File: config.mk
export PLATFORM = sky130hd
export DESIGN_NAME = stream_read_cmd
export DESIGN_NICKNAME = d
export VERILOG_FILES = /design/src/rtl/stream_pkg.sv /design/src/rtl/burst_split.sv /design/src/rtl/stream_read_cmd.sv
export SDC_FILE = /design/constraint.sdc
export NUM_CORES = 1
export LEC_CHECK = 0
export CAP_MARGIN = 0
export CORE_ASPECT_RATIO = 1.4
export CORE_MARGIN = 3
export CORE_UTILIZATION = 45
export DETAILED_ROUTE_END_ITERATION = 16
export PLACE_DENSITY = 0.78
export SLEW_MARGIN = 20
export SYNTH_ARGS = -nofsm -noshare
export SYNTH_HDL_FRONTEND = slang
export SYNTH_SLANG_ARGS = --single-unit
File: constraint.sdc
create_clock -name clk -period 18.3 [get_ports clk]
set_input_delay 3.66 -clock clk [delete_from_list [all_inputs] [get_ports clk]]
set_output_delay 3.66 -clock clk [all_outputs]
set_load 0.01 [all_outputs]
File: src/rtl/stream_pkg.sv
// Shared types and constants for the stream read command front end.
// Commands are split into stream_read chunks that never cross a 4 KB page.
package stream_pkg;

   typedef enum logic [1:0] {
      IDLE  = 2'd0,
      ISSUE = 2'd1,
      DRAIN = 2'd2
   } state_t;

   localparam logic [12:0] BOUNDARY_BYTES = 13'd4096;
   localparam logic [3:0]  WORD_BYTES     = 4'd8;
   localparam int          WORD_SHIFT     = 3;

   // 64-bit words left before the next 4 KB page (1..512)
   function automatic logic [9:0] words_to_boundary(input logic [11:0] offset);
      logic [12:0] bytes_left;
      bytes_left = BOUNDARY_BYTES - {1'b0, offset};
      return 10'(bytes_left >> WORD_SHIFT);
   endfunction

endpackage

File: src/rtl/burst_split.sv
// Combinational chunk sizing:
// chunk = min(remaining, MAX_BURST, words left in the current 4 KB page).
module burst_split
   import stream_pkg::*;
#(
   parameter int MAX_BURST = 16,
   parameter int LEN_W     = 20
)
(
   input  logic [31:0]      addr,
   input  logic [LEN_W-1:0] remaining,
   output logic [8:0]       chunk
);

   logic [9:0] to_boundary_s;
   logic [8:0] capped_s;
   logic       unused_addr_s;

   assign unused_addr_s = ^addr[31:12];

   // Clamp to the burst limit first, then to the page boundary
   always_comb begin
      to_boundary_s = words_to_boundary(addr[11:0]);
      if (remaining > LEN_W'(MAX_BURST)) begin
         capped_s = 9'(MAX_BURST);
      end else begin
         capped_s = remaining[8:0];
      end
      if ({1'b0, capped_s} < to_boundary_s) begin
         chunk = capped_s;
      end else begin
         chunk = to_boundary_s[8:0];
      end
   end

endmodule

File: src/rtl/stream_read_cmd.sv
// Splits a (byte address, word length) read command into 4 KB-safe chunk
// requests and forwards the returned data, marking the final word with tlast.
module stream_read_cmd
   import stream_pkg::*;
#(
   parameter int MAX_BURST = 16,
   parameter int LEN_W     = 20
)
(
   input  logic             clk,
   input  logic             rst,
   input  logic [31:0]      cmd_addr,
   input  logic [LEN_W-1:0] cmd_len,
   input  logic             cmd_val,
   output logic             cmd_rdy,
   output logic [31:0]      req_addr,
   output logic [8:0]       req_burst_count,
   output logic             req_val,
   input  logic             req_rdy,
   input  logic [63:0]      in_rdata,
   input  logic             in_rvalid,
   output logic             in_rready,
   output logic [63:0]      out_tdata,
   output logic             out_tvalid,
   input  logic             out_tready,
   output logic             out_tlast,
   output logic             done
);

   state_t           state_r, state_n;
   logic [31:0]      addr_r, addr_n;
   logic [LEN_W-1:0] rem_r, rem_n;
   logic [LEN_W-1:0] len_r, len_n;
   logic [LEN_W-1:0] beat_r, beat_n;
   logic             done_r, done_n;
   logic [8:0]       chunk_s;
   logic             active_s;
   logic             beat_hs_s;
   logic             last_hs_s;
   logic             unused_s;

   burst_split #(
      .MAX_BURST (MAX_BURST),
      .LEN_W     (LEN_W)
   ) u_split (
      .addr      (addr_r),
      .remaining (rem_r),
      .chunk     (chunk_s)
   );

   // Data path is a pure pass-through, closed off while no command is active
   assign active_s        = (state_r != IDLE);
   assign cmd_rdy         = (state_r == IDLE);
   assign req_val         = (state_r == ISSUE);
   assign req_addr        = addr_r;
   assign req_burst_count = req_val ? chunk_s : 9'd0;
   assign out_tdata       = in_rdata;
   assign out_tvalid      = in_rvalid & active_s;
   assign in_rready       = out_tready & active_s;
   assign out_tlast       = out_tvalid & (beat_r == (len_r - LEN_W'(1'b1)));
   assign beat_hs_s       = out_tvalid & out_tready;
   assign last_hs_s       = beat_hs_s & out_tlast;
   assign done            = done_r;
   assign unused_s        = ^cmd_addr[2:0];

   // Next-state and datapath update
   always_comb begin
      state_n = state_r;
      addr_n  = addr_r;
      rem_n   = rem_r;
      len_n   = len_r;
      beat_n  = beat_r;
      done_n  = 1'b0;
      case (state_r)
         IDLE: begin
            if (cmd_val) begin
               addr_n = {cmd_addr[31:3], 3'b000};
               len_n  = cmd_len;
               rem_n  = cmd_len;
               beat_n = '0;
               if (cmd_len == '0) begin
                  done_n = 1'b1;
               end else begin
                  state_n = ISSUE;
               end
            end else begin
               state_n = IDLE;
            end
         end
         ISSUE: begin
            if (req_rdy) begin
               addr_n = addr_r + (32'(chunk_s) * 32'(WORD_BYTES));
               rem_n  = rem_r - LEN_W'(chunk_s);
               if (rem_r == LEN_W'(chunk_s)) begin
                  state_n = DRAIN;
               end else begin
                  state_n = ISSUE;
               end
            end else begin
               state_n = ISSUE;
            end
         end
         DRAIN: begin
            state_n = DRAIN;
         end
         default: begin
            state_n = IDLE;
         end
      endcase
      // Beat accounting overrides the issue path: the final beat ends the command
      if (last_hs_s) begin
         state_n = IDLE;
         rem_n   = '0;
         beat_n  = '0;
         done_n  = 1'b1;
      end else if (beat_hs_s) begin
         beat_n = beat_r + LEN_W'(1'b1);
      end else begin
         beat_n = beat_n;
      end
   end

   // State and datapath registers
   always_ff @(posedge clk or posedge rst) begin
      if (rst) begin
         state_r <= IDLE;
         addr_r  <= 32'd0;
         rem_r   <= '0;
         len_r   <= '0;
         beat_r  <= '0;
         done_r  <= 1'b0;
      end else begin
         state_r <= state_n;
         addr_r  <= addr_n;
         rem_r   <= rem_n;
         len_r   <= len_n;
         beat_r  <= beat_n;
         done_r  <= done_n;
      end
   end

endmodule

==> reports/metrics.cfg, run 1 <==
[run]
maxCapViolCount = 0

[global_route]
grt_max_degree = 66
first_global_vias = 6683
grt_overflow = 0
antenna_found_initial = 1
grt.total_usage = 0.2187
grt_pass1_wl_um = 32750

[run_status]
outcome = finished clean

[route]
drt_iter0_markers = 556
drt-total-wl_um = 19900
drc = 0
via_count = 6939
ant_nets = 0
first_pass_iters = 6
vias_per_cell = 5.961
wire_per_inst_um = 17.10

[floorplanning]
start_util = 0.4618
fp.dieW_um = 115.1
rows = 55
die_h_um = 158.8
die_area_um2 = 18270
coreArea_um2 = 16240
ios = 233

[power]
p_leak_nw = 3.620
switching_share = 0.2444
p_seq_frac = 0.479
intPower_w = 0.0003328
peakVddDrop_mv = 0.03954
p_clk_frac = 0.436
p_per_area_nw_per_um2 = 52.48
pwr-share-comb = 0.085
power.switching_w = 0.0001077

[yosys]
synth_warnings = 0
synthFlopType = dfrtp_1
synth_seq_area_share = 0.3070
synth_cell_types = 70
synth_edf_count = 0
syn_inst = 960
netlist_area_um2 = 7500
ys_ff_latch = 92
synthArstFlopShare = 1.000
avgSynthCellArea_um2 = 7.812

[clocking]
cts-htree-levels = 3
cts.path.max_buffers = 2
numCtsBuffers = 9
cts.sinks = 92
root_buffer = clkbuf_16
cts_tree = yes
cts_setup_buffers = 0
cts_resized = 0
clk_pin_slew_ns = 0.07
clk_latency_ns = 0.36
cts_hold_buf = 0

[worst_setup_path]
crit_buf_inv = 2
cp_num_cells = 7
critPathCaptureType = output port
path_delay_family = buffers and inverters
slowest_delay_ns = 0.61
path_class = input pin to output port
crit_chain = clkdlybuf4s50_1 > nand4_1 > a211oi_1 > nand3_1 > nor4_1 > and3_1 > clkdlybuf4s50_1
crit_path_frequent_cell = clkdlybuf4s50_1
reg2reg_depth = 23
arrival_ns = 5.93
crit_slowest_cell = clkdlybuf4s50_1
startpoint_type = input pin
cp.required_ns = 14.64
path_max_fanout = 7

[finish]
areaGrowthSynthToFinish_pct = 11.91
fillers = 1569
final_cell_mix = nand2_1, clkdlybuf4s50_1, dfrtp_1, nor2_1, a21oi_1
drive_gt1_frac = 0.05187
fin_util = 0.5168
fin_nets = 1113
final_common_cell = nand2_1

[sta]
fin_hold_ws_ns = 0.5011
worst_slew_pin_slew_ns = 1.011
finalSetupTns_ns = 0
fin_crit_sh = 0.5239
period_needed_ns = 9.588
rsz0062_at_grt = false
max_slew_margin = 0.3254
finalMaxSlewViolations = 0
fmax_ghz = 0.1043
clock_skew_ns = 0.007667
setup_viol = 0
timing_hold_violations_final = 0

[placement]
dpl.hpwl_um = 14510
io_buffers = 98
gp_congestion = 0.9202

[hold_path]
hp-class = register to register
hold_depth = 2

-- worst paths after layout --
kind	from	endpoint	slack (ns)
worst max-delay path	in_rvalid	out_tlast	8.71
worst min-delay path	len_r[19]	len_r[19]	0.50
worst max register to register	rem_r[14]	rem_r[11]	11.68
worst min register to register	len_r[19]	len_r[19]	0.50
max in group asynchronous	rst	req_addr[9]	13.44
min in group asynchronous	rst	req_addr[4]	3.64
-- worst min-delay path, cell delays in order, from the launching register on --
cell	delay, ns
dfrtp_1	0.36
nand2_1	0.06
nand2_1	0.06
-- synth_stat cells, types with 7 or more instances --
cell type,number,area share
a211oi_1,10,0.010
a21oi_1,63,0.042
a31oi_1,15,0.013
and2_1,9,0.0075
and3_1,10,0.0083
buf_4,67,0.067
clkbuf_1,48,0.024
dfrtp_1,92,0.31
ha_1,30,0.050
inv_1,42,0.021
mux2i_1,8,0.011
nand2_1,128,0.064
nand2b_1,7,0.0058
nand3_1,34,0.023
nand4_1,17,0.014
nor2_1,66,0.033
nor2b_1,10,0.0083
nor3_1,32,0.021
nor4_1,21,0.018
o211ai_1,10,0.010
o21a_1,10,0.010
o21ai_0,47,0.031
o22ai_1,13,0.011
or3_1,13,0.011
or4_1,7,0.0070
xnor2_1,27,0.032
xor2_1,18,0.021
-- logic make-up after synthesis --
kind of cell,after synthesis,synth area share
simple gates,378,0.2489
compound gates,234,0.2007
buf+inv,167,0.1188
flops,92,0.3070
xor+xnor,45,0.05255
fa+ha+maj,32,0.05539
mux,11,0.01618
other cells,1,0.0005000
-- power groups by stage --
stage	sequential, W	combinational [W]	clock [W]
after global placement	0.000215	0.0000372	0
after detailed placement	0.000215	0.0000377	0
after global routing	0.000211	0.0000412	0.000204
after floorplan	0.000212	0.0000356	0
after CTS	0.000211	0.0000378	0.000196
final	0.000211	0.0000375	0.000192
-- flip-flops by register name, summed over array words and instances (netlist names) --
signal	flops
beat_r	20
len_r	20
req_addr	29
state_r	2
done	1
rem_r	20
-- cell type report --
| type | instances | area (µm²) | share of cell area |
|---|---|---|---|
| Clock inverter | 5 | 60.06 | 0.007156 |
| Sequential cell | 92 | 2302 | 0.2743 |
| Clock buffer | 11 | 232.7 | 0.02773 |
| Antenna cell | 1 | 2.502 | 0.0002982 |
| Tap cell | 199 | 249.0 | 0.02967 |
| Timing Repair Buffer | 107 | 1049 | 0.1249 |
| Inverter | 42 | 158.9 | 0.01893 |
| Multi-Input combinational cell | 707 | 4339 | 0.5170 |
-- per-stage QoR --
step | instance area, µm² | power [W] | std cells | setup slack, ns
CTS | 8388 | 0.0004444 | 1163 | 8.760
detailed placement | 8095 | 0.0002524 | 1147 | 8.760
finish | 8393 | 0.0004405 | 1164 | 8.712
floorplan | 7522 | 0.0002480 | 966 | 9.996
global placement | 8095 | 0.0002519 | 1147 | 8.792
global route | 8393 | 0.0004571 | 1164 | 8.597
-- routing by layer --
metal  wire length [µm]  GRT usage  vias to the layer above
met5                  0          0                        -
met4                654    0.09023                        0
met3               1234    0.04270                       58
met2              10030     0.3767                      227
met1               7978     0.2615                     3295
li1                   -          -                     3359
No activity file was read; power rests on OpenSTA's default activity.
==> run 2, diff against run 1 <==
==> constraint.sdc (replaced) <==
create_clock -name clk -period 9.3 [get_ports clk]
set_input_delay 1.86 -clock clk [delete_from_list [all_inputs] [get_ports clk]]
set_output_delay 1.86 -clock clk [all_outputs]
set_load 0.01 [all_outputs]
==> reports/metrics.cfg, run 2 (synthesis results as in run 1) <==
[placement]
io_buffers = 98  ; unchanged
dpl.hpwl_um = 14280  ; -1.6%
pre_cts_ws_ns = 2.387  ; -6.374 ns
gp_congestion = 0.9279  ; +0.84%
placed_cell_area_um2 = 8080  ; -0.19%
dp.cells = 1145  ; -0.17%

[sta]
worst_slack_ns = 2.189  ; -6.523 ns
setup_viol = 0  ; unchanged
finalMaxSlewViolations = 0  ; unchanged
worst_slew_pin_slew_ns = 1.069  ; +0.05817 ns
max_slew_margin = 0.2865  ; -0.03882
rsz0062_at_grt = false
fmax_ghz = 0.1406
clock_skew_ns = 0.009915  ; +0.002248 ns
period_needed_ns = 7.111
fin_crit_sh = 0.7646
fin_hold_ws_ns = 0.4980  ; -0.003139 ns
finalSetupTns_ns = 0  ; unchanged
timing_hold_violations_final = 0  ; unchanged

[hold_path]
hold_depth = 2  ; unchanged
worstHoldEndpoint = len_r[19]
hold_start = len_r[19]
hp-class = register to register

[worst_setup_path]
cp.required_ns = 7.44  ; -7.20 ns
arrival_ns = 5.25  ; -0.68 ns
r2r_slack_ns = 2.61  ; -9.07 ns
startpoint = rem_r[12]
timing.rr.start = rem_r[12]
startpoint_type = register
path_class = register to output port
reg2reg_depth = 24  ; +4.3%
critPathCaptureType = output port
r2r_end = req_addr[24]
path_max_fanout = 11  ; +4

[route]
ant_nets = 0  ; unchanged
vias_per_cell = 6.005  ; +0.74%
drt-total-wl_um = 19910  ; about the same
drc = 0  ; unchanged
first_pass_iters = 5  ; -1
via_count = 6972  ; +0.48%
wire_per_inst_um = 17.15  ; +0.31%
drt_iter0_markers = 493  ; -11%

[floorplanning]
die_h_um = 158.8  ; unchanged
start_util = 0.4618  ; unchanged
die_area_um2 = 18270  ; unchanged
ios = 233  ; unchanged
coreArea_um2 = 16240  ; unchanged
fp.dieW_um = 115.1  ; unchanged
rows = 55  ; unchanged

[global_route]
first_global_vias = 6746  ; +0.94%
grt_pass1_wl_um = 32810  ; +0.17%
antenna_found_initial = 0  ; -1
grt_overflow = 0  ; unchanged
grt.total_usage = 0.2172  ; -0.001461
grt_max_degree = 79  ; +20%

[power]
p_leak_nw = 3.637  ; +0.46%
peakVddDrop_mv = 0.07346  ; +86%
p_per_area_nw_per_um2 = 108.4  ; +110%

[clocking]
numCtsBuffers = 9  ; unchanged
root_buffer = clkbuf_16
cts-htree-levels = 3  ; unchanged
cts_tree = yes
cts_resized = 0  ; unchanged
clk_latency_ns = 0.36  ; about the same
clk_pin_slew_ns = 0.07  ; about the same
cts_hold_buf = 0  ; unchanged
cts.path.max_buffers = 2  ; unchanged
cts.sinks = 92  ; unchanged
cts_setup_buffers = 0  ; unchanged

[finish]
fillers = 1528  ; -2.6%
antenna_cells = 0  ; -1
largest_reg_flops = 29  ; unchanged
fin_nets = 1111  ; -0.18%
areaGrowthSynthToFinish_pct = 12.33
drive_gt1_frac = 0.05301  ; +0.001147
register_area_um2 = 2302  ; unchanged
fin_cells = 1161  ; -0.26%
multi_input_area_um2 = 4344  ; +0.12%
fin_area_um2 = 8424  ; +0.37%
final_cell_mix = nand2_1, clkdlybuf4s50_1, dfrtp_1, nor2_1, a21oi_1
final_common_cell = nand2_1

[run_status]
outcome = finished clean

[run]
maxCapViolCount = 0  ; unchanged

run 2: changes by cell type in the layout (fill, tap and decap cells not counted):
| cell | delta |
|---|---|
| clkinvlp_4 | -1 |
| nor3_1 | -1 |
| buf_6 | +1 |
| nor3_2 | +1 |
| inv_8 | +1 |
| clkbuf_1 | -2 |
| buf_4 | -3 |
| bufinv_16 | +1 |
| clkbuf_8 | +1 |
| diode_2 | -1 |
run 2: power by group:
group	leakage, nW	switching, W	internal, W
Sequential	1.24	0.0000101	0.000405
Clock	0.165	0.000176	0.000246
Combinational	2.23	0.0000356	0.0000401
run 2: worst max-delay path by stage:
stage | slack, ns | cells past startpoint | endpoint
after floorplan | 3.56 | 25 | req_addr[24]
final | 2.19 | 16 | req_burst_count[1]
after global routing | 1.86 | 16 | req_burst_count[1]
after CTS | 2.22 | 16 | req_burst_count[1]
after detailed placement | 2.39 | 24 | req_addr[24]
after global placement | 2.50 | 24 | req_addr[24]
run 2: cell type report:
type | instances | area share
Tap cell | 199 | 0.02956
Inverter | 42 | 0.01886
Clock buffer | 10 | 0.02837
Timing Repair Buffer | 105 | 0.1231
Clock inverter | 6 | 0.01114
Sequential cell | 92 | 0.2733
Multi-Input combinational cell | 707 | 0.5157
run 2: metal layers:
metal  vias up  routed length, µm  track usage
li1       3343                  -            -
met1      3349               8115       0.2652
met2       221               9955       0.3693
met3        59               1178      0.04194
met4         0                661      0.08809
met5         -                  0            0
run 2: stage by stage:
step | util | total power [W]
6_report | 0.5187 | 0.0009135
5_1_grt | 0.5187 | 0.0009456
4_1_cts | 0.5180 | 0.0009197
3_5_place_dp | 0.4975 | 0.0004979
3_3_place_gp | 0.4975 | 0.0004964
2_1_floorplan | - | 0.0004881
run 2: worst max-delay path, stage by stage (launching register included):
cell	delay, ns
dfrtp_1	0.46
or4_4	0.55
or3_4	0.37
or4_4	0.53
nor2_1	0.25
nand2_1	0.11
inv_1	0.06
ha_1	0.23
a21oi_1	0.14
nor2b_1	0.06
o21ai_0	0.14
o211ai_1	0.11
a21oi_1	0.22
a211o_1	0.44
mux2i_1	0.63
nor2_1	0.08
clkdlybuf4s50_1	0.51
==> run 3, diff against run 2 <==
==> constraint.sdc (replaced) <==
create_clock -name clk -period 7.11 [get_ports clk]
set_input_delay 1.422 -clock clk [delete_from_list [all_inputs] [get_ports clk]]
set_output_delay 1.422 -clock clk [all_outputs]
set_load 0.01 [all_outputs]
==> reports/metrics.cfg, run 3 (synthesis results as in run 1) <==
[worst_setup_path]
timing.rr.start = rem_r[12]
arrival_ns = 5.09  ; -0.16 ns
cp.required_ns = 5.69  ; -1.75 ns
path_delay_family = simple AND/OR/NAND/NOR gates
path_max_fanout = 11  ; unchanged
r2r_end = req_addr[31]
endpoint = req_burst_count[1]
startpoint = rem_r[12]
cp_num_cells = 17  ; +1
reg2reg_depth = 26  ; +8.3%
critPathCaptureType = output port
crit_slowest_cell = or4_4
crit_chain = or4_4 > or3_4 > or4_4 > nor2_1 > nand2_1 > inv_1 > ha_1 > a21oi_1 > nor2b_1 > o21ai_0 > o211ai_1 > a21oi_1 > a211o_1 > mux2i_1 > buf_4 > nor2_1 > clkdlybuf4s50_1
path_class = register to output port
r2r_slack_ns = 0.61  ; -2.00 ns
slowest_delay_ns = 0.55  ; -0.08 ns
startpoint_type = register
crit_buf_inv = 3  ; +1

[run]
maxCapViolCount = 0  ; unchanged

[sta]
period_needed_ns = 6.511
fin_crit_sh = 0.9157
finalMaxSlewViolations = 0  ; unchanged
timing_hold_violations_final = 0  ; unchanged
fmax_ghz = 0.1536
worst_slew_pin_slew_ns = 1.026  ; -0.04341 ns
finalSetupTns_ns = 0  ; unchanged
setup_viol = 0  ; unchanged
rsz0062_at_grt = false
clock_skew_ns = 0.009666  ; -0.0002488 ns
max_slew_margin = 0.3155  ; +0.02897
fin_hold_ws_ns = 0.5021  ; +0.004153 ns

[floorplanning]
coreArea_um2 = 16240  ; unchanged
start_util = 0.4618  ; unchanged
die_h_um = 158.8  ; unchanged
fp.dieW_um = 115.1  ; unchanged
die_area_um2 = 18270  ; unchanged
ios = 233  ; unchanged
rows = 55  ; unchanged

[route]
via_count = 6971  ; -0.014%
drc = 0  ; unchanged
wire_per_inst_um = 17.25  ; +0.58%
ant_nets = 0  ; unchanged
drt-total-wl_um = 20080  ; +0.84%
drt_iter0_markers = 488  ; -1.0%
first_pass_iters = 5  ; unchanged
vias_per_cell = 5.989  ; -0.27%

[clocking]
cts.path.max_buffers = 2  ; unchanged
cts_hold_buf = 0  ; unchanged
clk_pin_slew_ns = 0.07  ; about the same
cts_resized = 0  ; unchanged
cts_tree = yes
numCtsBuffers = 9  ; unchanged
clk_latency_ns = 0.36  ; about the same
root_buffer = clkbuf_16
cts.sinks = 92  ; unchanged
cts_setup_buffers = 0  ; unchanged
cts-htree-levels = 3  ; unchanged

[global_route]
grt.total_usage = 0.2195  ; +0.002216
first_global_vias = 6719  ; -0.40%
grt_overflow = 0  ; unchanged
antenna_found_initial = 0  ; unchanged
grt_max_degree = 80  ; +1.3%
grt_pass1_wl_um = 33130  ; +0.97%

[finish]
final_common_cell = nand2_1
fin_nets = 1114  ; +0.27%
areaGrowthSynthToFinish_pct = 11.81
fin_util = 0.5163  ; -0.002388
drive_gt1_frac = 0.05285  ; -0.0001648
largest_reg_flops = 29  ; unchanged
antenna_cells = 0  ; unchanged
fin_area_um2 = 8386  ; -0.46%
register_area_um2 = 2302  ; unchanged
fillers = 1543  ; +0.98%
final_cell_mix = nand2_1, clkdlybuf4s50_1, dfrtp_1, nor2_1, a21oi_1
multi_input_area_um2 = 4344  ; unchanged

[placement]
gp_congestion = 0.9476  ; +2.1%
dpl.hpwl_um = 14410  ; +0.92%
io_buffers = 98  ; unchanged
placed_cell_area_um2 = 8103  ; +0.28%

[power]
peakVddDrop_mv = 0.1052  ; +43%
p_leak_nw = 3.614  ; -0.61%
report.power.total_w = 0.001107  ; +21%
p_per_area_nw_per_um2 = 132.1  ; +22%

[hold_path]
hp-class = register to register
hold_start = len_r[19]
hold_depth = 2  ; unchanged

[run_status]
outcome = finished clean

[run 3: cell count changes in the layout (fill, tap and decap cells not counted), sizes merged]
cell      change
clkbuf        +3
clkinvlp      +1
buf           +3
clkinv        -1
inv           -1
bufinv        -2
[run 3: worst register-to-register path, delay by kind of cell, from the launching register on]
family	cells	cell delay (ns)
DFF	1	0.46
and+or+nand+nor	8	2.39
muxes	1	0.29
buffers and inverters	3	0.29
AOI/OAI and AO/OA	11	2.21
adders and majority gates	3	0.78
[run 3: cell type report]
type / count / area share
Clock inverter: 3 / 0.002537
Tap cell: 199 / 0.02969
Clock buffer: 13 / 0.02984
Multi-Input combinational cell: 707 / 0.5181
Inverter: 42 / 0.01895
Sequential cell: 92 / 0.2745
Timing Repair Buffer: 108 / 0.1264
[run 3: through the flow]
step / std cells / worst slack (ns)
after floorplan: 966 / 1.371
after global placement: 1148 / 0.7285
after detailed placement: 1148 / 0.4277
after CTS: 1164 / 0.4063
after global routing: 1164 / 0.1708
final: 1164 / 0.5992
[run 3: worst min path at each step]
| stage | endpoint |
|---|---|
| 6_report | len_r[19] |
| 5_1_grt | rem_r[17] |
| 4_1_cts | len_r[19] |
| 3_5_place_dp | len_r[19] |
| 3_3_place_gp | len_r[19] |
| 2_1_floorplan | len_r[19] |
[run 3: report_power, final]
group	total (W)	switching [W]	internal, W
logic	0.0000990	0.0000464	0.0000525
registers	0.000543	0.0000127	0.000530
clock network	0.000466	0.000218	0.000248
total	0.00111	0.000277	0.000831
[run 3: metal layers]
| layer | vias up | wire (µm) | GRT usage |
|---|---|---|---|
| met1 | 3327 | 8118 | 0.2629 |
| met3 | 59 | 1287 | 0.04499 |
| li1 | 3365 | - | - |
| met2 | 220 | 10050 | 0.3767 |
| met4 | 0 | 624 | 0.08916 |
| met5 | - | 0 | 0 |
